$ cat src/rtl/k2_fetch_unit.sv
// K2 instruction fetch/sequencer: PC, IR and jump resolution over a FETCH/EXECUTE cycle.
// Optional breakpoint support is compiled in with `define K2_FETCH_BREAKPOINT_EN.
module k2_fetch_unit #(
   parameter int ADDR_W    = 4,
   parameter int INST_W    = 8,
   parameter int LAST_ADDR = 8
) (
   input  logic              clk,
   input  logic              reset,
   input  logic              stall,
   input  logic              c_flag,
   input  logic              z_flag,
   input  logic [INST_W-1:0] inst,
`ifdef K2_FETCH_BREAKPOINT_EN
   input  logic [ADDR_W-1:0] bp_addr,
   input  logic              bp_en,
   input  logic              resume,
   output logic              bp_hit,
`endif
   output logic [ADDR_W-1:0] s,
   output logic [INST_W-1:0] ir,
   output logic              ir_valid,
   output logic              jump_taken,
   output logic              halted
);

   localparam logic [1:0] ST_FETCH   = 2'd0;
   localparam logic [1:0] ST_EXECUTE = 2'd1;
   localparam logic [1:0] ST_HALT    = 2'd2;
`ifdef K2_FETCH_BREAKPOINT_EN
   localparam logic [1:0] ST_BREAK   = 2'd3;
`endif

   localparam logic [ADDR_W-1:0] LAST_PC = ADDR_W'(LAST_ADDR);

   logic [1:0]        state;
   logic [ADDR_W-1:0] pc;
   logic              cond_ok;
   logic              take;
`ifdef K2_FETCH_BREAKPOINT_EN
   logic              bypass;
`endif

   // Jump encoding: ir[7] marks a jump, ir[5:4] picks the condition, low bits are the target.
   always_comb begin
      cond_ok = 1'b0;
      case (ir[5:4])
         2'b00:   cond_ok = 1'b1;
         2'b01:   cond_ok = c_flag;
         2'b10:   cond_ok = z_flag;
         default: cond_ok = ~c_flag;
      endcase
      take = ir[INST_W-1] & cond_ok;
   end

   always_ff @(posedge clk or posedge reset) begin
      if (reset) begin
         state      <= ST_FETCH;
         pc         <= '0;
         ir         <= '0;
         jump_taken <= 1'b0;
`ifdef K2_FETCH_BREAKPOINT_EN
         bypass     <= 1'b0;
`endif
      end else if (stall) begin
         jump_taken <= 1'b0;
      end else begin
         jump_taken <= 1'b0;
         case (state)
            ST_FETCH: begin
`ifdef K2_FETCH_BREAKPOINT_EN
               // bypass lets the resumed address fetch once without re-triggering
               if (bp_en && (pc == bp_addr) && !bypass) begin
                  state <= ST_BREAK;
               end else begin
                  ir     <= inst;
                  state  <= ST_EXECUTE;
                  bypass <= 1'b0;
               end
`else
               ir    <= inst;
               state <= ST_EXECUTE;
`endif
            end
            ST_EXECUTE: begin
               if (take) begin
                  pc         <= ir[ADDR_W-1:0];
                  jump_taken <= 1'b1;
                  state      <= ST_FETCH;
               end else if (pc == LAST_PC) begin
                  state <= ST_HALT;
               end else begin
                  pc    <= pc + 1'b1;
                  state <= ST_FETCH;
               end
            end
            ST_HALT: begin
               state <= ST_HALT;
            end
`ifdef K2_FETCH_BREAKPOINT_EN
            ST_BREAK: begin
               if (resume) begin
                  state  <= ST_FETCH;
                  bypass <= 1'b1;
               end
            end
`endif
            default: state <= ST_FETCH;
         endcase
      end
   end

   assign s        = pc;
   assign ir_valid = (state == ST_EXECUTE);
   assign halted   = (state == ST_HALT);
`ifdef K2_FETCH_BREAKPOINT_EN
   assign bp_hit   = (state == ST_BREAK);
`endif

endmodule

$ cat config.mk
export PLATFORM = sky130hd
export DESIGN_NAME = k2_fetch_unit
export DESIGN_NICKNAME = d
export VERILOG_FILES = /design/src/rtl/k2_fetch_unit.sv
export SDC_FILE = /design/constraint.sdc
export NUM_CORES = 1
export LEC_CHECK = 0
export BUFFER_PORTS_ARGS = -buffer_cell sky130_fd_sc_hd__buf_2
export CORE_UTILIZATION = 42
export DETAILED_ROUTE_END_ITERATION = 6
export PLACE_DENSITY = 0.68
export SLEW_MARGIN = 5
export SYNTH_ARGS = -nofsm -noshare
export SYNTH_HDL_FRONTEND = slang
export SYNTH_SLANG_ARGS = --single-unit
$ cat constraint.sdc
create_clock -name clk -period 1.41 [get_ports clk]
set_input_delay 0.0705 -clock clk [delete_from_list [all_inputs] [get_ports clk]]
set_output_delay 0.0705 -clock clk [all_outputs]
set_load 0.005 [all_outputs]
; ---- Word level (Yosys, flattened, before mapping)
; Index checks and enable logic that the tools add are counted.
[op_classes]
bitwise_logic = 3
n_eq_ne = 6
magnitude_cmp = 0
n_mux = 9
n_mul = 0
n_div = 0
n_addsub = 1
shift = 0
reduce_logical = 4
[op_table]
columns = op, count
row1 = $mux 4, 2
row2 = $pmux 2 s3, 1
row3 = $add 4x1->4 const B, 1
row4 = $eq 2x1->1 const B, 2
row5 = $eq 2x2->1 const B, 2
row6 = $eq 4x4->1 const B, 1
row7 = $logic_not 2->1, 2
row8 = $mux 2, 2
row9 = $mux 1, 3
row10 = $pmux 1 s3, 1
row11 = $reduce_and 3->1, 1
row12 = $ne 2x2->1 const B, 1
row13 = $not 1->1, 2
row14 = $reduce_and 2->1, 1
row15 = $and 1x1->1, 1
[totals]
rom_bits = 0
register_bits = 15
mem_count = 0
output_inout_bits = 15
inputBits = 13
latch_bits = 0
ram_bits = 0

; ---- Depth between registers and ports, before layout
[depth]
word_depth = 6
mapped_depth = 6

; ---- Least setup slack after synthesis
; Ideal clock, no wire load.
[synth_timing]
kind = register to register
startpoint = register ir[5]
endpoint = register pc[0], in the netlist s[0]
stages_incl_launch_ff = 5
required_ns = 1.323
setup_time_ns = 0.087
path_buffers = 0
slack_ns = 0.069
t_arrival_ns = 1.254
path_cell_list = dfrtp_1 > xnor2_1 > a211o_1 > a21o_1 > a22oi_1
[synth_via]
elab_chain_cells = 5
[synth_rtl]
columns = item, line_no
row1 = "start, declared", 21  ; output logic [INST_W-1:0] ir,
row2 = "start signal, assigned", 81  ; ir <= inst;
row3 = $eq 2x2->1 (tied with other cells), 47  ; case (ir[5:4])
row4 = $pmux 1 s3 *, 47
row5 = $and 1x1->1 *, 53  ; take = ir[INST_W-1] & cond_ok;
row6 = $ne 2x2->1 (no line), -
row7 = $reduce_and 3->1 (no line), -
row8 = "end signal, assigned", 87  ; pc <= ir[ADDR_W-1:0];
row9 = "end signal, assigned", 93  ; pc <= pc + 1'b1;
row10 = "end, declared", 37  ; logic [ADDR_W-1:0] pc;
; Every way passes the cells marked *; elsewhere a longest branch is shown, timed or not.
; A chain may end at the register's enable or synchronous reset.

; ---- Final worst setup path
; Ends and elaborated chain as after synthesis.

==> flow_metrics.tcl <==
set metrics [dict create \
    finalHoldViolations 0 \
    syn-num-nets 80 \
    start_util 0.447 \
    min_period_over_period 1.01 \
    reg2reg_from "ir[5]$_DFFE_PP0P_" \
    drive_gt1_frac 0.481 \
    p_int_mw 1.32 \
    cts_root_buf "clkbuf_4" \
    synth_cell_types 31 \
    cellLeakagePower_nw 0.521 \
    grt_pass1_wl_mm 2.49 \
    fillerInstances 152 \
    cts_made_buffers 3 \
    layout_commonest_cell "buf_2" \
    finalPower_mw 2.10 \
    slew_viol_final 0 \
    reg2reg_depth 4 \
    drt-total-wl_mm 1.59 \
    ys_warn_count 0 \
    dp_hpwl_mm 1.14 \
    grt_pass1_vias 585 \
    timing.slew.headroom 0.629 \
    power_frac_comb 0.506 \
    io_pins 28 \
    htreeDepth 1 \
    antenna_found_initial 0 \
    worst_r2r_endpoint "s[0]$_DFFE_PP0P_" \
    io_buffer_count 27 \
    die_y_um 44.6 \
    viasPerCell 4.93 \
    core_um2 1710 \
    routedWlPerCell_um 12.3 \
    finalSetupViolCount 2 \
    clkSinkCount 15 \
    cp-start-kind "register" \
    die_w_um 44.6 \
    clk_latency_ns 0.27 \
    area_delta_synth_final_pct 39.3 \
    remaining_drc_errors 0 \
    cap_violations 0 \
    path_clk_slew_ns 0.09 \
    grt_max_degree 16 \
    arrival_ns 1.62 \
    max_freq_mhz 700 \
    setup.worst_path.start "ir[5]$_DFFE_PP0P_" \
    fin_area_um2 1060 \
    drt_iter0_markers 1 \
    cts_tree "yes" \
    ff2ff_setup_slack_ns -0.02 \
    syn_area_um2 763 \
    min_to "ir[4]$_DFFE_PP0P_" \
    min_path_type "primary input to register" \
    antenna_cells 0 \
    critPathKind "register to register" \
    required_ns 1.61 \
    cp_slowest_cell "dfrtp_1" \
    final_cell_mix "buf_2, dfrtp_1, mux2_1" \
    yosys_register_bits 15 \
    rsz0062_at_grt "yes" \
    drt-pass1-iter-count 3 \
    row_count 15 \
    grt_overflow 0 \
    hold_start "inst[4]" \
    period_needed_ns 1.43 \
    synth_cells 65 \
    endpoint_kind "register" \
    violations "negative setup slack" \
    cts_buffer_depth 2 \
    swShare 0.374 \
    ys_seq_area_frac 0.492 \
    setup_ws_ns -0.0181 \
    tightest_slew_ns 0.555 \
    grt_use_total 0.170 \
    critPathMaxFanout 5 \
    pwr-share-seq 0.381 \
    vias 636 \
    gp_congestion 0.703 \
    crit_chain "xnor2_2 -> a211o_1 -> a21o_1 -> a22oi_2" \
    crit_family "compound AO/OA/AOI/OAI gates" \
    cp_num_cells 4 \
    p_switching_mw 0.788 \
    syn_area_per_cell_um2 11.7 \
    slowest_delay_ns 0.43 \
    peakVddDrop_uv 1140 \
    cellPowerDensity_nw_per_um2 1980 \
    clkPwrFrac 0.113 \
    status "complete, but fails checks" \
    crit_buf_inv 0 \
    place_area_um2 972 \
    die_area_um2 1990 \
    fin_nets 120 \
    hold_depth 2 \
    clock_skew_ns 0.00109 \
    ant_nets 0 \
]
how the worst max path moves through the flow:
stage / end
global route: s[1]$_DFFE_PP0P_
detailed placement: s[0]$_DFFE_PP0P_
finish: s[0]$_DFFE_PP0P_
global placement: s[0]$_DFFE_PP0P_
CTS: s[0]$_DFFE_PP0P_
floorplan: s[0]$_DFFE_PP0P_
sequential cells by signal, indices dropped and copies added, names as in the netlist:
| register | cells |
|---|---|
| jump_taken | 1 |
| ir | 8 |
| s | 4 |
| state | 2 |
kinds of logic (layout without fill, tap and decap cells):
kind of cell / after synthesis / count (layout) / share of synthesized area
xor+xnor: 1 / 1 / 0.0115
fa+ha+maj: 2 / 2 / 0.0328
mux: 8 / 8 / 0.116
simple gates: 18 / 18 / 0.161
compound gates: 16 / 16 / 0.162
flops: 15 / 15 / 0.492
buf+inv: 5 / 44 / 0.0246
cell usage after synthesis:
| cell | instances | area share |
|---|---|---|
| nand4_1 | 1 | 0.0082 |
| nand2_1 | 4 | 0.020 |
| or2b_1 | 1 | 0.0098 |
| o32ai_1 | 3 | 0.034 |
| nor3_2 | 1 | 0.013 |
| xnor2_1 | 1 | 0.011 |
| o21ai_0 | 2 | 0.013 |
| nor3_4 | 1 | 0.021 |
| inv_1 | 4 | 0.020 |
| or3_4 | 1 | 0.015 |
| o21ai_1 | 1 | 0.0066 |
| mux2_1 | 5 | 0.074 |
| or2b_2 | 1 | 0.011 |
| nor2_1 | 3 | 0.015 |
| a22oi_1 | 2 | 0.020 |
| a21o_2 | 1 | 0.011 |
| a211o_1 | 1 | 0.011 |
| a211oi_2 | 1 | 0.016 |
| nand2b_1 | 1 | 0.0082 |
| nor3b_2 | 1 | 0.016 |
| a21o_1 | 2 | 0.020 |
| a2bb2oi_1 | 1 | 0.011 |
| mux2_2 | 2 | 0.030 |
| a22o_1 | 1 | 0.011 |
| nand3_1 | 2 | 0.013 |
| dfrtp_1 | 15 | 0.49 |
| and2b_1 | 1 | 0.0098 |
| ha_1 | 2 | 0.033 |
| inv_2 | 1 | 0.0049 |
| a21oi_1 | 1 | 0.0066 |
| mux2i_1 | 1 | 0.013 |
metal layers:
| metal | vias up | wire length (µm) | global-route usage |
|---|---|---|---|
| met5 | - | 0 | 0 |
| met4 | 0 | 29 | 0.0545 |
| met3 | 4 | 72 | 0.0245 |
| met2 | 20 | 764 | 0.276 |
| met1 | 294 | 721 | 0.234 |
| li1 | 318 | - | - |
layout make-up:
type                            instances  area (µm²)  area share
Clock buffer                            4        26.3      0.0247
Inverter                                5        18.8      0.0176
Multi-Input combinational cell         45         395       0.372
Sequential cell                        15         377       0.354
Tap cell                               25        31.3      0.0294
Timing Repair Buffer                   35         215       0.202
through the flow:
stage | worst slack (ns) | hold slack, ns | util | cells | TNS [ns]
after floorplan | 0.0690 | -0.0280 | - | 65 | 0
after global placement | 0.0483 | 0.145 | 0.569 | 121 | 0
after detailed placement | -0.0171 | 0.150 | 0.569 | 121 | -0.0171
after CTS | 0.00120 | 0.00525 | 0.607 | 129 | 0
after global routing | -0.119 | 0.00900 | 0.623 | 129 | -0.295
final | -0.0181 | 0.0104 | 0.623 | 129 | -0.0324
power by group through the flow:
stage	sequential [mW]	combinational, mW	clock [mW]
finish	0.801	1.07	0.237
floorplan	0.807	0.552	0
global route	0.836	1.18	0.260
CTS	0.788	0.995	0.246
global placement	0.785	0.949	0
detailed placement	0.799	0.962	0
what timing repair did:
action,4_1_cts,5_1_grt
hold buffers,3,0
gates resized for setup,0,6
pin swaps,2,5
buffers inserted,1,0
hold endpoints to repair,17,0
setup endpoints to repair,3,4
Note: power is estimated with default switching activity, not from simulation.
